`config.mk`:
```
export PLATFORM = sky130hd
export DESIGN_NAME = uart_tx_fifo
export DESIGN_NICKNAME = d
export VERILOG_FILES = /design/src/rtl/uart_tx_pkg.sv /design/src/rtl/uart_sync_fifo.sv /design/src/rtl/uart_tx_fifo.sv
export SDC_FILE = /design/constraint.sdc
export NUM_CORES = 1
export LEC_CHECK = 0
export ABC_AREA = 1
export BUFFER_PORTS_ARGS = -buffer_cell sky130_fd_sc_hd__buf_2
export CAP_MARGIN = 20
export CORE_ASPECT_RATIO = 1.75
export CORE_MARGIN = 1
export CORE_UTILIZATION = 50
export DETAILED_ROUTE_END_ITERATION = 10
export HOLD_SLACK_MARGIN = 0.06
export PLACE_DENSITY = 0.73
export SLEW_MARGIN = 20
export SYNTH_ARGS = -nofsm -noshare
export SYNTH_HDL_FRONTEND = slang
export SYNTH_HIERARCHICAL = 1
export SYNTH_SLANG_ARGS = --single-unit
```
`constraint.sdc`:
```
create_clock -name clock -period 4.13 [get_ports clock]
set_input_delay 0.2065 -clock clock [delete_from_list [all_inputs] [get_ports clock]]
set_output_delay 0.2065 -clock clock [all_outputs]
set_load 0.01 [all_outputs]
```
`src/rtl/uart_tx_pkg.sv`:
```
// rtl/uart_tx_pkg.sv - shared FSM states, parity encodings and data-length decode for the UART transmitter
// ST_BREAK exists only when UART_TX_BREAK_EN is defined.
package uart_tx_pkg;

  typedef enum logic [2:0] {
    ST_IDLE,
    ST_START,
    ST_DATA,
    ST_PARITY,
`ifdef UART_TX_BREAK_EN
    ST_STOP,
    ST_BREAK
`else
    ST_STOP
`endif
  } tx_state_e;

  localparam logic [1:0] PAR_NONE = 2'b00;
  localparam logic [1:0] PAR_ODD  = 2'b01;
  localparam logic [1:0] PAR_EVEN = 2'b10;
  localparam logic [1:0] PAR_MARK = 2'b11;

  // data_len 00..11 selects 5..8 data bits, so the last bit index is 4..7
  localparam logic [2:0] LAST_IDX_BASE = 3'd4;

  function automatic logic [2:0] last_bit_idx(input logic [1:0] len);
    return LAST_IDX_BASE + {1'b0, len};
  endfunction

  function automatic logic parity_bit(input logic [7:0] data, input logic [1:0] len,
                                      input logic [1:0] ptype);
    logic [7:0] mask;
    logic       ones_odd;
    mask     = 8'hFF >> (2'd3 - len);
    ones_odd = ^(data & mask);
    case (ptype)
      PAR_ODD:  return ~ones_odd;
      PAR_EVEN: return ones_odd;
      PAR_MARK: return 1'b1;
      default:  return 1'b1;
    endcase
  endfunction

endpackage

```
`src/rtl/uart_sync_fifo.sv`:
```
// rtl/uart_sync_fifo.sv - single-clock show-ahead FIFO with occupancy count
// Push is dropped when full and pop is ignored when empty.
module uart_sync_fifo #(
  parameter int WIDTH = 8,
  parameter int DEPTH = 16,
  localparam int AW   = $clog2(DEPTH)
) (
  input  logic             clock,
  input  logic             rst,
  input  logic             i_push,
  input  logic [WIDTH-1:0] i_wdata,
  input  logic             i_pop,
  output logic [WIDTH-1:0] o_rdata,
  output logic [AW:0]      o_level,
  output logic             o_empty,
  output logic             o_full
);

  logic [WIDTH-1:0] r_mem [DEPTH];
  logic [AW-1:0]    r_wptr;
  logic [AW-1:0]    r_rptr;
  logic [AW:0]      r_level;
  logic             w_push;
  logic             w_pop;

  assign w_push = i_push && !o_full;
  assign w_pop  = i_pop && !o_empty;

  always_ff @(posedge clock) begin
    if (w_push) r_mem[r_wptr] <= i_wdata;
  end

  always_ff @(posedge clock or negedge rst) begin
    if (!rst) begin
      r_wptr  <= '0;
      r_rptr  <= '0;
      r_level <= '0;
    end else begin
      if (w_push) r_wptr <= r_wptr + 1'b1;
      if (w_pop)  r_rptr <= r_rptr + 1'b1;
      case ({w_push, w_pop})
        2'b10:   r_level <= r_level + 1'b1;
        2'b01:   r_level <= r_level - 1'b1;
        default: r_level <= r_level;
      endcase
    end
  end

  assign o_rdata = r_mem[r_rptr];
  assign o_level = r_level;
  assign o_empty = (r_level == '0);
  assign o_full  = (r_level == (AW+1)'(DEPTH));

endmodule

```
`src/rtl/uart_tx_fifo.sv`:
```
// rtl/uart_tx_fifo.sv - FIFO-fed UART transmitter with configurable framing and baud divisor
// Define UART_TX_BREAK_EN to add the break_req port and the line-break state.
module uart_tx_fifo
  import uart_tx_pkg::*;
#(
  parameter int  FIFO_DEPTH = 16,
  parameter int  DIV_W      = 16,
  localparam int LVL_W      = $clog2(FIFO_DEPTH) + 1
) (
  input  logic             clock,
  input  logic             rst,
  input  logic             s_valid,
  output logic             s_ready,
  input  logic [7:0]       s_data,
  input  logic [DIV_W-1:0] divisor,
  input  logic [1:0]       data_len,
  input  logic [1:0]       parity_type,
  input  logic             stop_bits,
`ifdef UART_TX_BREAK_EN
  input  logic             break_req,
`endif
  output logic             data_out,
  output logic             tx_active,
  output logic             tx_done,
  output logic [LVL_W-1:0] fifo_level,
  output logic             fifo_empty,
  output logic             fifo_full
);

  tx_state_e        r_state;
  tx_state_e        w_state_next;
  logic [DIV_W-1:0] r_baud_cnt;
  logic [DIV_W-1:0] r_div;
  logic [DIV_W-1:0] w_reload_val;
  logic [1:0]       r_len;
  logic [1:0]       r_par;
  logic             r_stop2;
  logic [7:0]       r_shift;
  logic [2:0]       r_bit_idx;
  logic [2:0]       w_bit_idx_next;
  logic             r_stop_idx;
  logic             w_stop_idx_next;
  logic             r_data_out;
  logic             w_out_next;
  logic             r_tx_done;
  logic             w_done_next;
  logic             w_tick;
  logic             w_reload;
  logic             w_load_cfg;
  logic             w_pop;
  logic             w_boundary;
  logic [7:0]       w_fifo_rdata;
`ifdef UART_TX_BREAK_EN
  logic             r_brk_tail;
  logic             w_brk_tail_next;
`endif

  uart_sync_fifo #(.WIDTH(8), .DEPTH(FIFO_DEPTH)) u_fifo (
    .clock   (clock),
    .rst     (rst),
    .i_push  (s_valid),
    .i_wdata (s_data),
    .i_pop   (w_pop),
    .o_rdata (w_fifo_rdata),
    .o_level (fifo_level),
    .o_empty (fifo_empty),
    .o_full  (fifo_full)
  );

  assign s_ready      = !fifo_full;
  assign w_tick       = (r_baud_cnt == '0);
  assign w_reload_val = w_load_cfg ? divisor : r_div;

  always_comb begin
    w_state_next    = r_state;
    w_pop           = 1'b0;
    w_load_cfg      = 1'b0;
    w_reload        = 1'b0;
    w_boundary      = 1'b0;
    w_bit_idx_next  = r_bit_idx;
    w_stop_idx_next = r_stop_idx;
    w_out_next      = r_data_out;
    w_done_next     = 1'b0;
`ifdef UART_TX_BREAK_EN
    w_brk_tail_next = r_brk_tail;
`endif
    case (r_state)
      ST_IDLE: begin
        w_out_next = 1'b1;
        w_boundary = 1'b1;
      end
      ST_START: if (w_tick) begin
        w_state_next   = ST_DATA;
        w_reload       = 1'b1;
        w_bit_idx_next = 3'd0;
        w_out_next     = r_shift[0];
      end
      ST_DATA: if (w_tick) begin
        w_reload = 1'b1;
        if (r_bit_idx == last_bit_idx(r_len)) begin
          w_stop_idx_next = 1'b0;
          if (r_par == PAR_NONE) begin
            w_state_next = ST_STOP;
            w_out_next   = 1'b1;
          end else begin
            w_state_next = ST_PARITY;
            w_out_next   = parity_bit(r_shift, r_len, r_par);
          end
        end else begin
          w_bit_idx_next = r_bit_idx + 3'd1;
          w_out_next     = r_shift[r_bit_idx + 3'd1];
        end
      end
      ST_PARITY: if (w_tick) begin
        w_state_next = ST_STOP;
        w_reload     = 1'b1;
        w_out_next   = 1'b1;
      end
      ST_STOP: if (w_tick) begin
        if (r_stop2 && !r_stop_idx) begin
          w_stop_idx_next = 1'b1;
          w_reload        = 1'b1;
        end else begin
          w_done_next  = 1'b1;
          w_state_next = ST_IDLE;
          w_out_next   = 1'b1;
          w_boundary   = 1'b1;
        end
      end
`ifdef UART_TX_BREAK_EN
      // the counter is held at reload while low so the trailing high period starts fresh
      ST_BREAK: begin
        if (!r_brk_tail) begin
          w_reload = 1'b1;
          if (break_req) begin
            w_out_next = 1'b0;
          end else begin
            w_out_next      = 1'b1;
            w_brk_tail_next = 1'b1;
          end
        end else if (w_tick) begin
          w_state_next    = ST_IDLE;
          w_brk_tail_next = 1'b0;
        end
      end
`endif
      default: w_state_next = ST_IDLE;
    endcase

    if (w_boundary) begin
`ifdef UART_TX_BREAK_EN
      if (break_req) begin
        w_state_next    = ST_BREAK;
        w_load_cfg      = 1'b1;
        w_reload        = 1'b1;
        w_out_next      = 1'b0;
        w_brk_tail_next = 1'b0;
      end else
`endif
      if (!fifo_empty) begin
        w_pop        = 1'b1;
        w_state_next = ST_START;
        w_load_cfg   = 1'b1;
        w_reload     = 1'b1;
        w_out_next   = 1'b0;
      end
    end
  end

  always_ff @(posedge clock or negedge rst) begin
    if (!rst) r_state <= ST_IDLE;
    else      r_state <= w_state_next;
  end

  always_ff @(posedge clock or negedge rst) begin
    if (!rst) begin
      r_baud_cnt <= '0;
      r_div      <= '0;
      r_len      <= '0;
      r_par      <= PAR_NONE;
      r_stop2    <= 1'b0;
      r_shift    <= '0;
      r_bit_idx  <= '0;
      r_stop_idx <= 1'b0;
      r_data_out <= 1'b1;
      r_tx_done  <= 1'b0;
`ifdef UART_TX_BREAK_EN
      r_brk_tail <= 1'b0;
`endif
    end else begin
      r_bit_idx  <= w_bit_idx_next;
      r_stop_idx <= w_stop_idx_next;
      r_data_out <= w_out_next;
      r_tx_done  <= w_done_next;
`ifdef UART_TX_BREAK_EN
      r_brk_tail <= w_brk_tail_next;
`endif
      if (w_reload)     r_baud_cnt <= w_reload_val;
      else if (!w_tick) r_baud_cnt <= r_baud_cnt - 1'b1;
      if (w_load_cfg) begin
        r_div   <= divisor;
        r_len   <= data_len;
        r_par   <= parity_type;
        r_stop2 <= stop_bits;
      end
      if (w_pop) r_shift <= w_fifo_rdata;
    end
  end

  assign data_out  = r_data_out;
  assign tx_done   = r_tx_done;
  assign tx_active = (r_state != ST_IDLE);

endmodule

```
==> flow_results.org <==
** Outcome
- Status :: finished, final reports clean

** Die
- The floorplan step defined a die boundary enclosing 0.0189 mm².
- From left edge to right edge, the die measures 104 µm.
- Floorplan core area :: 0.0180 mm²
- In this run the core area contains 65 standard-cell rows.
- Initial cell density of the core :: 51.1%
- I/O pins :: 43
- The floorplan step set the die height to 181 µm.

** STA
- The worst path in the final design needs a cycle of 3330 ps, including I/O delays and setup.
- Clock Skew :: 10.1 ps
- Total Negative Setup Slacks :: 0 ps
- Worst slew margin :: 40.4%
- Post-Route Hold Slack :: 139 ps
- At the pin with the least slew margin, the transition time is 893 ps.
- Count of endpoints failing hold in the final timing report :: 0
- Final number of setup-violating endpoints :: 0
- For this run, the top clock speed supported by timing is 301 MHz.
- The number of max-slew violations in the final report was 0.
- Unrepaired setup endpoints after global routing :: false
- Ratio of final minimum period to clock period :: 80.6%

** Clocking
- The clock net in this run drives a total of 195 sinks.
- Skew-Pair Late Insertion Delay :: 440 ps
- The number of setup buffers added after CTS is 0.
- Clock buffer depth :: 2
- Number of H-tree branching levels :: 4
- The tree is rooted in a clkbuf_16.
- After clock tree synthesis, the repair step resized 0 gates.
- Reg clk slew, reported paths :: 80 ps
- In this run, post-CTS hold repair placed 22 buffers.
- In this run, CTS created clock tree buffers numbering 17.
- TritonCTS built the clock tree.

** Place
- Hpwl dp :: 13.7 mm
- Gpl congestion :: 0.871
- Cell area after placement :: 0.00953 mm²
- Port buffering added 42 buffers.

** Finish
- Total of fill cells in the finished design :: 1596
- Growth of design area from synthesis to finish :: 12.3%
- Count of nets after finishing :: 1107
- The finished cells cover 0.0103 mm².
- Count of antenna diodes in the layout :: 0
- Share of post-route cells with drive strength above 1 :: 9.60%

** Worst setup path
- Worst-path maximum fanout :: 16
- Cells along the critical path :: inv_1 > ha_1 > nand2_1 > nor2_2 > nand3_2 > nor2_4 > nand2_2 > nand2_2 > nand2_2 > clkinv_2 > nand2_1 > inv_1 > ha_1 > inv_1 > fa_1 > inv_1 > nand2_1 > nand2_1 > nand2_1 > nand2_1 > nand2_1 > nand2_1 > nand2_1
- Slowest CP cell :: fa_1
- Required time at the endpoint of the critical path :: 4460 ps
- Arrival time reported for the critical path endpoint :: 3650 ps
- Critical path's most frequent cell :: nand2_1
- The critical path is of the reg -> reg type.
- Slowest stage delay, CP :: 410 ps
- Element type at the critical path start :: flip-flop
- Kind of end point of the critical path :: flip-flop
- Worst Path Buf+Inv :: 5
- Cell count along the critical path :: 23
- Cell family with the largest share of critical-path delay :: simple AND/OR/NAND/NOR gates
- Measured in cells, the most critical reg-to-reg path has a length of 23.

** Logic synthesis
- By area, the combinational part of the netlist is dominated by simple AND/OR/NAND/NOR gates.
- Synthesis produced a netlist with a net count of 1051.
- Share of Yosys cell area claimed by the top area cell type :: 41.8%
- Synth Area in Compound Gates :: 3.32%
- Instance count of the mapped netlist :: 1004
- After synthesis, the netlist uses 38 different library cells.
- Commonest cells in the synthesized netlist :: 373 x nand2_1, 128 x edfxtp_1, 103 x inv_1
- Ys async rst share :: 34.4%
- Warnings from Yosys :: 6
- The most used flip-flop cell after synthesis is edfxtp_1.
- Mean instance size in the synthesized netlist :: 9.15 µm²
- Counting flops with a built-in enable in the synthesized netlist gives 128.
- Counting flops and latches in the post-synthesis netlist gives 195.
- Simple-gate area share of the yosys netlist :: 25.3%
- Mux contribution to synthesized area :: 0.123%
- Library cell with the highest instance count after synthesis :: nand2_1
- The synthesized netlist occupies a cell area of 0.00919 mm².
- By area the synthesized netlist is led by edfxtp_1 42%, dfrtp_1 18%, nand2_1 15%.
- Of the total synthesized cell area, the portion taken by XOR and XNOR cells is 2.48%.
- Part of the Yosys area used for sequential elements :: 60.1%
- The largest total area in the synthesized netlist belongs to edfxtp_1.
- Adder-cell share of the synthesized area :: 2.13%

** Power and ir drop
- Static power due to leakage :: 0.00463 µW
- Worst vdd ir :: 0.386 mV
- Power spread over the standard cell area amounts to 484 mW/mm².

** Min path
- The min-delay analysis places its worst path in the category in -> reg.
- Counting instances, the worst hold path has a depth of 4.

** Route
- Summing over every cut layer, the via total after detailed routing is 6609.
- The first routing iteration left 293 violations.
- The detail route stage leaves a number of antenna-violating nets equal to 0.
- Total wire length :: 20.2 mm
- Vias per std cell :: 5.06
- Remaining routing DRC violations :: 0
- Number of detailed-routing iterations run before antenna repair :: 6
- Dividing the detail-routed wire length by the instance count gives 15.4 µm.

** Flow run
- Number of max-cap violations :: 0

** Global routing
- Total congestion overflow :: 0
- The first global-routing pass estimated 32.6 mm of wire.
- Entering global routing, the biggest net connects 82 pins.
- Antenna violations before repair :: 0
- Global routing consumed, over all layers together, 22.7% of the routing resources.
- Number of global-route vias before repair :: 6538
[tightest hold or removal path: cells and delay by family]
family | cells | cell delay (ps)
buffers and inverters | 1 | 80
AND/OR/NAND/NOR | 3 | 240
[worst paths after layout]
kind / end / startpoint / slack (ps)
setup / recovery: u_fifo/o_level[4]$_DFFE_PN0P_ / r_baud_cnt[0]$_DFFE_PN0P_ / 800
min in group asynchronous: r_div[7]$_DFF_PN0_ / rst / 420
hold reg to reg: r_div[11]$_DFF_PN0_ / r_div[11]$_DFF_PN0_ / 480
hold / removal: u_fifo/r_wptr[1]$_DFFE_PN0P_ / s_valid / 140
max in group asynchronous: u_fifo/r_rptr[0]$_DFFE_PN0P_ / rst / 2780
setup reg to reg: u_fifo/o_level[4]$_DFFE_PN0P_ / r_baud_cnt[0]$_DFFE_PN0P_ / 800
[per-stage QoR]
| stage | setup slack, ps | total power [µW] | utilization [%] | instances |
|---|---|---|---|---|
| 6_report | 803 | 4990 | 57.4 | 1307 |
| 5_1_grt | 541 | 5250 | 57.4 | 1307 |
| 4_1_cts | 822 | 5020 | 57.4 | 1307 |
| 3_5_place_dp | 895 | 3410 | 53.0 | 1253 |
| 3_3_place_gp | 980 | 3380 | 53.0 | 1253 |
| 2_1_floorplan | 1130 | 3120 | - | 1004 |
[routing by layer]
layer	up-vias	GRT usage (%)	routed length, µm
met5	-	0	0
met4	0	11.6	712
met3	47	3.21	601
met2	145	43.1	11400
met1	3099	24.0	7470
li1	3318	-	-
[report_power, final]
group / leakage, µW / total (µW) / internal [µW] / switching (µW)
registers: 0.00196 / 2490 / 2320 / 161
clock network: 0.000287 / 1600 / 860 / 740
logic: 0.00238 / 908 / 315 / 592
total: 0.00463 / 4990 / 3500 / 1490
[cells by family after synthesis]
group,after synthesis
xor+xnor,26
mux,1
simple gates,572
buf+inv,140
compound gates,55
fa+ha+maj,15
flops,195
[layout make-up]
type,instances,area [µm²],area share (%)
sequential,195,5520,53.5
multi-input combinational,669,3070,29.7
timing repair buffer,68,460,4.46
clock buffer,19,443,4.29
inverter,109,410,3.98
tap,234,293,2.84
clock inverter,13,120,1.16
[layout by cell type (no fill, tap or decap), types with 2 or more instances in the layout]
cell / netlist / layout
clkinv_2: 1 / 3
nor2_2: 2 / 2
o211ai_1: 3 / 3
nor2_1: 96 / 96
edfxtp_1: 128 / 128
o221ai_1: 2 / 2
nor2_4: 2 / 2
xnor2_1: 10 / 10
nand3_1: 78 / 78
nand2_1: 373 / 373
inv_4: 0 / 2
a21oi_1: 15 / 15
inv_6: 0 / 6
inv_2: 5 / 5
o31ai_1: 2 / 2
buf_2: 18 / 42
nand2_2: 8 / 8
clkbuf_16: 0 / 17
dlygate4sd3_1: 0 / 22
o21ai_0: 26 / 26
nor3_1: 3 / 3
dfrtp_1: 66 / 65
o21ai_1: 4 / 4
buf_4: 3 / 4
inv_1: 103 / 104
xor2_1: 16 / 16
nor3_2: 2 / 2
nand4_1: 4 / 4
ha_1: 14 / 14
[state kept, by name, indices dropped and copies added (netlist names)]
signal	flops
u_fifo/r_mem	128
r_baud_cnt	16
r_div	16
r_shift	8
u_fifo/o_level	5
u_fifo/r_rptr	4
u_fifo/r_wptr	4
r_bit_idx	3
r_state	3
r_len	2
r_par	2
data_out	1
r_stop2	1
r_stop_idx	1
tx_done	1
Power figures use the tool's default switching activity.
